File: config.mk
export PLATFORM = sky130hd
export DESIGN_NAME = bck_lp_dtct_flat
export DESIGN_NICKNAME = d
export VERILOG_FILES = /design/src/rtl/bck_lp_dtct_if.sv /design/src/rtl/bck_lp_dtct.sv /design/src/flat_wrapper.sv
export SDC_FILE = /design/constraint.sdc
export NUM_CORES = 1
export LEC_CHECK = 0
export ABC_AREA = 1
export CAP_MARGIN = 10
export CORE_AREA = 2 2 178 145
export CTS_CLUSTER_SIZE = 12
export DETAILED_ROUTE_END_ITERATION = 8
export DIE_AREA = 0 0 180 147
export PLACE_DENSITY = 0.86
export SLEW_MARGIN = 5
export SYNTH_ARGS = -nofsm -noshare
export SYNTH_HDL_FRONTEND = slang
export SYNTH_SLANG_ARGS = --single-unit
export TNS_END_PERCENT = 50
File: constraint.sdc
create_clock -name clk -period 4.7 [get_ports clk]
set_input_delay 0.705 -clock clk [delete_from_list [all_inputs] [get_ports clk]]
set_output_delay 0.705 -clock clk [all_outputs]
set_load 0.03 [all_outputs]
File: src/rtl/bck_lp_dtct_if.sv
// Fetch-group, branch-resolution and registered-output signals of the backward-loop detector.
// master drives fetch/resolution and observes the outputs; slave is the detector.
interface bck_lp_dtct_if;
   logic [63:0] inst_in;
   logic [63:0] pc_in;
   logic [3:0]  inst_vld_in;
   logic        stll_in;
   logic        mis_pred_in;
   logic        br_rslv_vld_in;
   logic [15:0] br_rslv_pc_in;
   logic        br_rslv_tkn_in;
   logic        br_rslv_bck_in;
   logic [3:0]  bck_lp_bus_out;
   logic [63:0] pc_out;
   logic [63:0] inst_out;
   logic [3:0]  vld_out;

   modport master (
      output inst_in, pc_in, inst_vld_in, stll_in, mis_pred_in,
             br_rslv_vld_in, br_rslv_pc_in, br_rslv_tkn_in, br_rslv_bck_in,
      input  bck_lp_bus_out, pc_out, inst_out, vld_out
   );

   modport slave (
      input  inst_in, pc_in, inst_vld_in, stll_in, mis_pred_in,
             br_rslv_vld_in, br_rslv_pc_in, br_rslv_tkn_in, br_rslv_bck_in,
      output bck_lp_bus_out, pc_out, inst_out, vld_out
   );
endinterface

File: src/rtl/bck_lp_dtct.sv
// Flags the oldest loop-like backward branch of a 4-wide fetch group; 1-cycle latency.
// stll_in holds every output register, mis_pred_in clears flag/valids and wins over the stall.
module bck_lp_dtct #(
   parameter int          DEPTH  = 4,
   parameter int          THRESH = 2,
   parameter logic [3:0]  BR_OPC = 4'hC
) (
   input logic          clk,
   input logic          rst,
   bck_lp_dtct_if.slave bus
);
   localparam int         PW  = $clog2(DEPTH);
   localparam logic [1:0] THR = 2'(THRESH);

   logic [DEPTH-1:0] tbl_vld;
   logic [15:0]      tbl_pc  [DEPTH];
   logic [1:0]       tbl_cnt [DEPTH];
   logic [PW-1:0]    ptr;

   // Slot arrays are indexed by age: index 0 is the oldest instruction.
   logic [15:0] slot_inst [4];
   logic [15:0] slot_pc   [4];
   logic [3:0]  slot_vld;
   logic [3:0]  loop_like;
   logic [3:0]  flag_nxt;
   logic [3:0]  vld_nxt;
   logic          rs_hit;
   logic [PW-1:0] rs_idx;

   always_comb begin
      for (int s = 0; s < 4; s++) begin
         slot_inst[s] = bus.inst_in[63-16*s -: 16];
         slot_pc[s]   = bus.pc_in[63-16*s -: 16];
         slot_vld[s]  = bus.inst_vld_in[3-s];
      end
   end

   always_comb begin
      loop_like = '0;
      for (int s = 0; s < 4; s++) begin
         for (int e = 0; e < DEPTH; e++) begin
            if (slot_vld[s] && (slot_inst[s][15:12] == BR_OPC) && slot_inst[s][7] &&
                tbl_vld[e] && (tbl_pc[e] == slot_pc[s]) && (tbl_cnt[e] >= THR))
               loop_like[s] = 1'b1;
         end
      end
   end

   // Walk youngest to oldest so the oldest loop-like slot has the final say.
   always_comb begin
      flag_nxt = '0;
      vld_nxt  = bus.inst_vld_in;
      for (int s = 3; s >= 0; s--) begin
         if (loop_like[s]) begin
            flag_nxt = 4'b1000 >> s;
            vld_nxt  = bus.inst_vld_in & ~(4'b0111 >> s);
         end
      end
   end

   always_comb begin
      rs_hit = 1'b0;
      rs_idx = '0;
      for (int e = DEPTH-1; e >= 0; e--) begin
         if (tbl_vld[e] && (tbl_pc[e] == bus.br_rslv_pc_in)) begin
            rs_hit = 1'b1;
            rs_idx = PW'(e);
         end
      end
   end

   always_ff @(posedge clk or negedge rst) begin
      if (!rst) begin
         ptr     <= '0;
         tbl_vld <= '0;
         for (int e = 0; e < DEPTH; e++) begin
            tbl_pc[e]  <= '0;
            tbl_cnt[e] <= '0;
         end
      end else if (bus.br_rslv_vld_in && bus.br_rslv_bck_in) begin
         if (rs_hit) begin
            if (!bus.br_rslv_tkn_in)
               tbl_cnt[rs_idx] <= 2'd0;
            else if (tbl_cnt[rs_idx] != 2'd3)
               tbl_cnt[rs_idx] <= tbl_cnt[rs_idx] + 2'd1;
         end else if (bus.br_rslv_tkn_in) begin
            tbl_vld[ptr] <= 1'b1;
            tbl_pc[ptr]  <= bus.br_rslv_pc_in;
            tbl_cnt[ptr] <= 2'd1;
            ptr          <= ptr + 1'b1;
         end
      end
   end

   always_ff @(posedge clk or negedge rst) begin
      if (!rst) begin
         bus.bck_lp_bus_out <= '0;
         bus.vld_out        <= '0;
         bus.pc_out         <= '0;
         bus.inst_out       <= '0;
      end else if (bus.mis_pred_in) begin
         bus.bck_lp_bus_out <= '0;
         bus.vld_out        <= '0;
         bus.pc_out         <= bus.pc_in;
         bus.inst_out       <= bus.inst_in;
      end else if (!bus.stll_in) begin
         bus.bck_lp_bus_out <= flag_nxt;
         bus.vld_out        <= vld_nxt;
         bus.pc_out         <= bus.pc_in;
         bus.inst_out       <= bus.inst_in;
      end
   end
endmodule

File: src/flat_wrapper.sv
// flat-port wrapper written by rule: the top's interface ports become plain ports
module bck_lp_dtct_flat 
#(
   parameter int          DEPTH  = 4,
   parameter int          THRESH = 2,
   parameter logic [3:0]  BR_OPC = 4'hC
)
  (clk, rst, bus_inst_in, bus_pc_in, bus_inst_vld_in, bus_stll_in, bus_mis_pred_in, bus_br_rslv_vld_in, bus_br_rslv_pc_in, bus_br_rslv_tkn_in, bus_br_rslv_bck_in, bus_bck_lp_bus_out, bus_pc_out, bus_inst_out, bus_vld_out);
  bck_lp_dtct_if bus_i ();
  input logic clk;
  input logic rst;
  input wire logic [$bits(bus_i.inst_in)-1:0] bus_inst_in;
  input wire logic [$bits(bus_i.pc_in)-1:0] bus_pc_in;
  input wire logic [$bits(bus_i.inst_vld_in)-1:0] bus_inst_vld_in;
  input wire logic [$bits(bus_i.stll_in)-1:0] bus_stll_in;
  input wire logic [$bits(bus_i.mis_pred_in)-1:0] bus_mis_pred_in;
  input wire logic [$bits(bus_i.br_rslv_vld_in)-1:0] bus_br_rslv_vld_in;
  input wire logic [$bits(bus_i.br_rslv_pc_in)-1:0] bus_br_rslv_pc_in;
  input wire logic [$bits(bus_i.br_rslv_tkn_in)-1:0] bus_br_rslv_tkn_in;
  input wire logic [$bits(bus_i.br_rslv_bck_in)-1:0] bus_br_rslv_bck_in;
  output wire logic [$bits(bus_i.bck_lp_bus_out)-1:0] bus_bck_lp_bus_out;
  output wire logic [$bits(bus_i.pc_out)-1:0] bus_pc_out;
  output wire logic [$bits(bus_i.inst_out)-1:0] bus_inst_out;
  output wire logic [$bits(bus_i.vld_out)-1:0] bus_vld_out;
  assign bus_i.inst_in = bus_inst_in;
  assign bus_i.pc_in = bus_pc_in;
  assign bus_i.inst_vld_in = bus_inst_vld_in;
  assign bus_i.stll_in = bus_stll_in;
  assign bus_i.mis_pred_in = bus_mis_pred_in;
  assign bus_i.br_rslv_vld_in = bus_br_rslv_vld_in;
  assign bus_i.br_rslv_pc_in = bus_br_rslv_pc_in;
  assign bus_i.br_rslv_tkn_in = bus_br_rslv_tkn_in;
  assign bus_i.br_rslv_bck_in = bus_br_rslv_bck_in;
  assign bus_bck_lp_bus_out = bus_i.bck_lp_bus_out;
  assign bus_pc_out = bus_i.pc_out;
  assign bus_inst_out = bus_i.inst_out;
  assign bus_vld_out = bus_i.vld_out;
  bck_lp_dtct #(.DEPTH(DEPTH), .THRESH(THRESH), .BR_OPC(BR_OPC)) u_core (.clk(clk), .rst(rst), .bus(bus_i));
endmodule
Word-level counts from Yosys, hierarchy flattened --
Cells that the tools add are included.
Word-level totals: input bits 155, word-level logic and storage cells 185, flip-flop bits (word level) 214
Cells by class: bitwise logic cells 9, multiplexer cells 56, equal/unequal tests 27, $lt $le $gt $ge 10, add/subtract/negate cells 2, reductions and logical operators 67
Operators with widths (number):
- $eq 16x16->1 | 20
- $mux 64 | 4
- $bwmux 64 | 1
- $logic_and 1x1->1 | 64
- $demux 16 s2 | 1
- $mux 8 | 4
- $mux 1 | 23
- $mux 2 | 10
- $mux 4 | 5
- $eq 4x4->1 const B | 4
- $mux 16 | 1
- $and 8x8->8 | 1
- $bwmux 8 | 1
- $demux 2 s2 | 2
- $ge 2x2->1 const B | 4
- $not 8->8 | 1
- $or 4x4->4 | 2
- $ge 3x3->1 const B | 2
- $lt 3x1->1 const B | 2
- $mux 3 | 2
- $not 2->3 | 2
- $reduce_and 3->1 | 2
- $add 2x1->2 const B | 2
- $and 4x4->4 | 1
- 10 further kinds | 10

Longest topological paths before layout --
word-level depth 16, depth in mapped cells 23, mapped depth without buffers 21

Least setup slack after synthesis --
OpenSTA, ideal clock, no wires.
path type input to register, start point in bus_br_rslv_pc_in[14], end point reg u_core.tbl_cnt[1] (netlist bit), buffers on the path 2, arrival time 2.596 ns, stages 21, path slack 1.984 ns, required time 4.581 ns, cells stage by stage buf_4 -> inv_4 -> nand2_1 -> nand2_1 -> nor2_1 -> nand2_1 -> nor2_1 -> nand3b_2 -> nand2_2 -> inv_1 -> nand2_2 -> nor3b_1 -> nor3_1 -> ha_1 -> nand2_1 -> nand2_2 -> o21ai_4 -> buf_6 -> nand2_2 -> o21ai_2 -> nand2_1
On the way: longest elaborated chain between the ends 15, elaborated cells on any way between the ends 36, classes of those cells 1 x add/sub; 2 x order compare; 6 x eq/ne; 17 x mux; 3 x bitwise; 7 x reduce/logical
Ends and longest elaborated chain:
- from (decl) | RTL line flat_wrapper.sv:18 | input wire logic [$bits(bus_i.br_rslv_pc_in)-1:0] bus_br_rslv_pc_in;
- $eq 16x16->1 | RTL line bck_lp_dtct.sv:65 | if (tbl_vld[e] && (tbl_pc[e] == bus.br_rslv_pc_in)) begin
- $logic_and 1x1->1 | RTL line bck_lp_dtct.sv:65
- $mux 2 (4 in a row) | RTL line bck_lp_dtct.sv:65
- $not 2->3 (implied by the code) | RTL line bck_lp_dtct.sv:83, bck_lp_dtct.sv:84, bck_lp_dtct.sv:85
- $bmux 2 s2, or another cell as far along | RTL line bck_lp_dtct.sv:84, bck_lp_dtct.sv:85
- $mux 2 (implied by the code) or $logic_and 1x1->1 (tied branches) | RTL line bck_lp_dtct.sv:84, bck_lp_dtct.sv:85, bck_lp_dtct.sv:83
- $mux 2, on equally long branches | RTL line bck_lp_dtct.sv:84, bck_lp_dtct.sv:85, bck_lp_dtct.sv:83
- $add 2x1->2 or $demux 2 s2 (tied branches) | RTL line bck_lp_dtct.sv:85, bck_lp_dtct.sv:83
- $bwmux 8 or $not 8->8 (tied branches)
- $mux 8 or $and 8x8->8 (tied branches)
- $mux 8 | RTL line bck_lp_dtct.sv:82 | if (!bus.br_rslv_tkn_in)
- $mux 8 | RTL line bck_lp_dtct.sv:81 | if (rs_hit) begin
- to (signal, indexed assignment) | RTL line bck_lp_dtct.sv:85 | tbl_cnt[rs_idx] <= tbl_cnt[rs_idx] + 2'd1;
- to (decl) | RTL line bck_lp_dtct.sv:17 | logic [1:0] tbl_cnt [DEPTH];
Several ways; a longest one is shown, not always the timed one. The select of a mux whose other input is x is not followed. A chain may end at the register's enable or synchronous reset.

Worst setup path in the final report --
start point reg u_core.tbl_pc[33] (netlist bit), end point reg u_core.tbl_cnt[7] (netlist bit)
On the way: longest elaborated chain between the ends 13, elaborated cells on any way between the ends 26, classes of those cells 1 x add/sub; 2 x order compare; 3 x eq/ne; 13 x mux; 3 x bitwise; 4 x reduce/logical
Ends and longest elaborated chain:
- from (decl) | RTL line bck_lp_dtct.sv:16 | logic [15:0] tbl_pc [DEPTH];
- from (signal, indexed assignment) | RTL line bck_lp_dtct.sv:88 | tbl_pc[ptr] <= bus.br_rslv_pc_in;
- $eq 16x16->1 * | RTL line bck_lp_dtct.sv:65
- $logic_and 1x1->1 * | RTL line bck_lp_dtct.sv:65
- $mux 2 (2 in a row) | RTL line bck_lp_dtct.sv:65
- $not 2->3 (implied by the code) | RTL line bck_lp_dtct.sv:83, bck_lp_dtct.sv:84, bck_lp_dtct.sv:85
- $bmux 2 s2, or another cell as far along | RTL line bck_lp_dtct.sv:84, bck_lp_dtct.sv:85
- $mux 2 (implied by the code) or $logic_and 1x1->1 (tied branches) | RTL line bck_lp_dtct.sv:84, bck_lp_dtct.sv:85, bck_lp_dtct.sv:83
- $mux 2, on equally long branches | RTL line bck_lp_dtct.sv:84, bck_lp_dtct.sv:85, bck_lp_dtct.sv:83
- $add 2x1->2 or $demux 2 s2 (tied branches) | RTL line bck_lp_dtct.sv:85, bck_lp_dtct.sv:83
- $bwmux 8 or $not 8->8 (tied branches)
- $mux 8 or $and 8x8->8 (tied branches)
- $mux 8 | RTL line bck_lp_dtct.sv:82
- $mux 8 | RTL line bck_lp_dtct.sv:81
Every way passes the cells marked *; elsewhere a longest branch is shown, timed or not. The select of a mux whose other input is x is not followed.

==> impl_metrics.toml <==
[drt]
route.detailed.drc = 0
drtIter0Drc = 2059
ant_nets = 0
dr_total_vias = 14600
drtPass1Iterations = 7
wl_per_cell_um = 23.4
route.final.wire_length_um = 57000
via_per_inst = 5.97

[synthesis]
synthArstFlopShare_pct = 100
yosysWarnings = 0
synth_ff_type = "dfrtp_1"
synth_cell_type_count = 47
syn_avg_cell_area_um2 = 7.17
synthesis.nets = 2058
syn_inst = 1898
synth_edf_count = 0
netlist_top_cells_count = "nand2_1, dfrtp_1, inv_1, nor2_1, xor2_1"
synth_most_common_cell = "nand2_1"
ys_ff_latch = 214
yosysSeqAreaShare_pct = 39.3
synth_largest_area_cell = "dfrtp_1"
synth_area_leaders = "dfrtp_1, nand2_1, xor2_1, inv_1, nor2_1"
netlist_area_mm2 = 0.0136
synth_top_area_share_pct = 39.3

[sta]
fin_setup_tns_ns = 0
fin_skew_ns = 0.00889
min_period_ns = 3.61
slew_viol_final = 0
whs_ns = 0.274
fin_ws_ns = 1.09
finalCritPeriodShare_pct = 76.7
final-hold-violation-count = 0
rsz0062_at_grt = "false"
slew-limit-headroom_pct = 41.3
worst_pin_slew_ns = 0.879
fmax_ghz = 0.277
finalSetupViolations = 0

[power_and_ir_drop]
p_per_area_mw_per_mm2 = 478
ir_drop_mv = 0.378
power.leakage_uw = 0.00817

[global_routing]
grt_remaining_overflow = 0
antenna_found_initial = 1
grt_pass1_wl_um = 85000
use_met2_pct = 63.1
met3_usage_pct = 13.4
busiest_layer = "met2"
grt_util_met1_pct = 56.9
grt_pass1_vias = 14100
grt_start_max_net_pins = 187
gr-usage-all-layers_pct = 42.3

[critical_path]
setup.worst_path.start_class = "register"
crit_family = "simple AND/OR/NAND/NOR gates"
crit_path_frequent_cell = "nand2_1"
critical-path-slowest-cell = "dfrtp_1"
critical_path_arrival_ns = 4.01
worstRegToRegCells = 20
path_buf_inv = 2
critPathKind = "reg2reg"
critPathCaptureType = "register"
reg2reg_from = "u_core.tbl_pc[33]$_DFFE_PN0P_"
crit_fanout = 12
ff2ff_setup_slack_ns = 1.09
reg2reg_to = "u_core.tbl_cnt[7]$_DFFE_PN0P_"
slowest_delay_ns = 0.80
required_ns = 5.10
cp_cell_sequence = "inv_1, nand2_1, nand2_1, nor2_1, nand2_1, nor2_1, nand3_1, nand2_1, inv_2, nand2_1, nand2_1, nor2_1, nor3_1, ha_1, nand2_1, nand2_2, o21ai_4, nand2_1, o21ai_0, nand2_1"

[floorplanning]
die-area_mm2 = 0.0265
die_h_um = 147
ioPinCount = 291
fp.coreArea_mm2 = 0.0248
initial_utilization_pct = 54.9
die_x_um = 180
rows = 52

[final_layout]
nets = 2260
drive_gt1_share_pct = 6.06
stdcell_area_mm2 = 0.0170
syn_to_final_growth_pct = 25.2
antenna_cells = 0

[clock_network]
ctsResizeCount = 0
postCtsSetupBuffers = 0
path_clk_slew_ns = 0.06
hold_buffers = 0
clk_path_buf_depth = 3
cts.sinks = 214
numCtsBuffers = 23
h-tree-depth = 1
cts-root-buf = "clkbuf_16"
insertion_delay_ns = 0.53
cts_tree = "done"

[placement]
dpl.hpwl_um = 43800
portBuffers = 290
routabilityCongestion = 1.18
post-place-ws_ns = 0.865
detailed_place.area_mm2 = 0.0164

[job]
maxCapViolations = 0

[run_status]
status = "finished clean"

[worst_hold_path]
min_path_type = "in2async"
layout by cell type, fill, tap and decap left out, types with 12 or more instances in the layout:
cell type / instances
xor2_1: 82
nand4_1: 28
inv_2: 22
nor2_1: 123
inv_1: 140
dfrtp_1: 214
o22ai_1: 49
nor3_1: 27
clkdlybuf4s50_1: 289
nor4_1: 22
o2111ai_1: 28
nand3_1: 44
a21oi_1: 33
nand2_1: 725
nand2_2: 12
o21ai_0: 65
clkbuf_16: 23
xnor2_1: 48
o21ai_2: 33
o21ai_1: 37
layer usage:
metal	vias to the layer above	part of all wire, %
met1	6818	38
met5	-	0.023
li1	6458	-
met4	2	4.9
met2	1066	43
met3	208	14
through the flow:
step / total power, uW / cells / utilization [%]
floorplan: 4920 / 1898 / -
global placement: 6190 / 2399 / 66.1
detailed placement: 6250 / 2399 / 66.1
CTS: 7930 / 2436 / 68.8
global route: 8450 / 2436 / 68.8
finish: 8160 / 2436 / 68.8
layout make-up:
type                    instances  area (um^2)
repair buffers                295         2980
flip-flops and latches        214         5360
clock inverters                 5         31.3
clock buffers                  32          639
inverters                     165          632
well taps                     324          405
multi-input cells            1401         7000
fillers                      2047         7740
cell families after synthesis:
group,count (synthesis),share of synthesized area (%)
simple gates,1005,30.4
buf+inv,283,9.27
compound gates,261,12.2
flops,214,39.3
xor+xnor,130,8.36
fa+ha+maj,5,0.460
registers in the layout (all words and copies together), names as in the netlist:
name	flops
u_core.bus.inst_out	64
u_core.bus.pc_out	64
u_core.tbl_pc	64
u_core.tbl_cnt	8
u_core.bus.bck_lp_bus_out	4
u_core.bus.vld_out	4
u_core.tbl_vld	4
u_core.ptr	2
power by group:
part	leakage (uW)	internal [uW]	switching [uW]
registers	0.00260	2190	1100
logic	0.00524	1210	1980
clock network	0.000328	941	746
how the worst max path moves through the flow:
stage	start	endpoint	slack, ns	cells past startpoint
floorplan	bus_br_rslv_pc_in[14]	u_core.tbl_cnt[1]$_DFFE_PN0P_	1.98	21
global placement	bus_br_rslv_pc_in[9]	u_core.tbl_cnt[7]$_DFFE_PN0P_	0.94	21
detailed placement	bus_br_rslv_pc_in[9]	u_core.tbl_cnt[7]$_DFFE_PN0P_	0.87	21
CTS	u_core.tbl_pc[33]$_DFFE_PN0P_	u_core.tbl_cnt[7]$_DFFE_PN0P_	1.36	20
global route	u_core.tbl_pc[33]$_DFFE_PN0P_	u_core.tbl_cnt[7]$_DFFE_PN0P_	0.93	20
finish	u_core.tbl_pc[33]$_DFFE_PN0P_	u_core.tbl_cnt[7]$_DFFE_PN0P_	1.09	20
(Power assumes the default switching activity.)
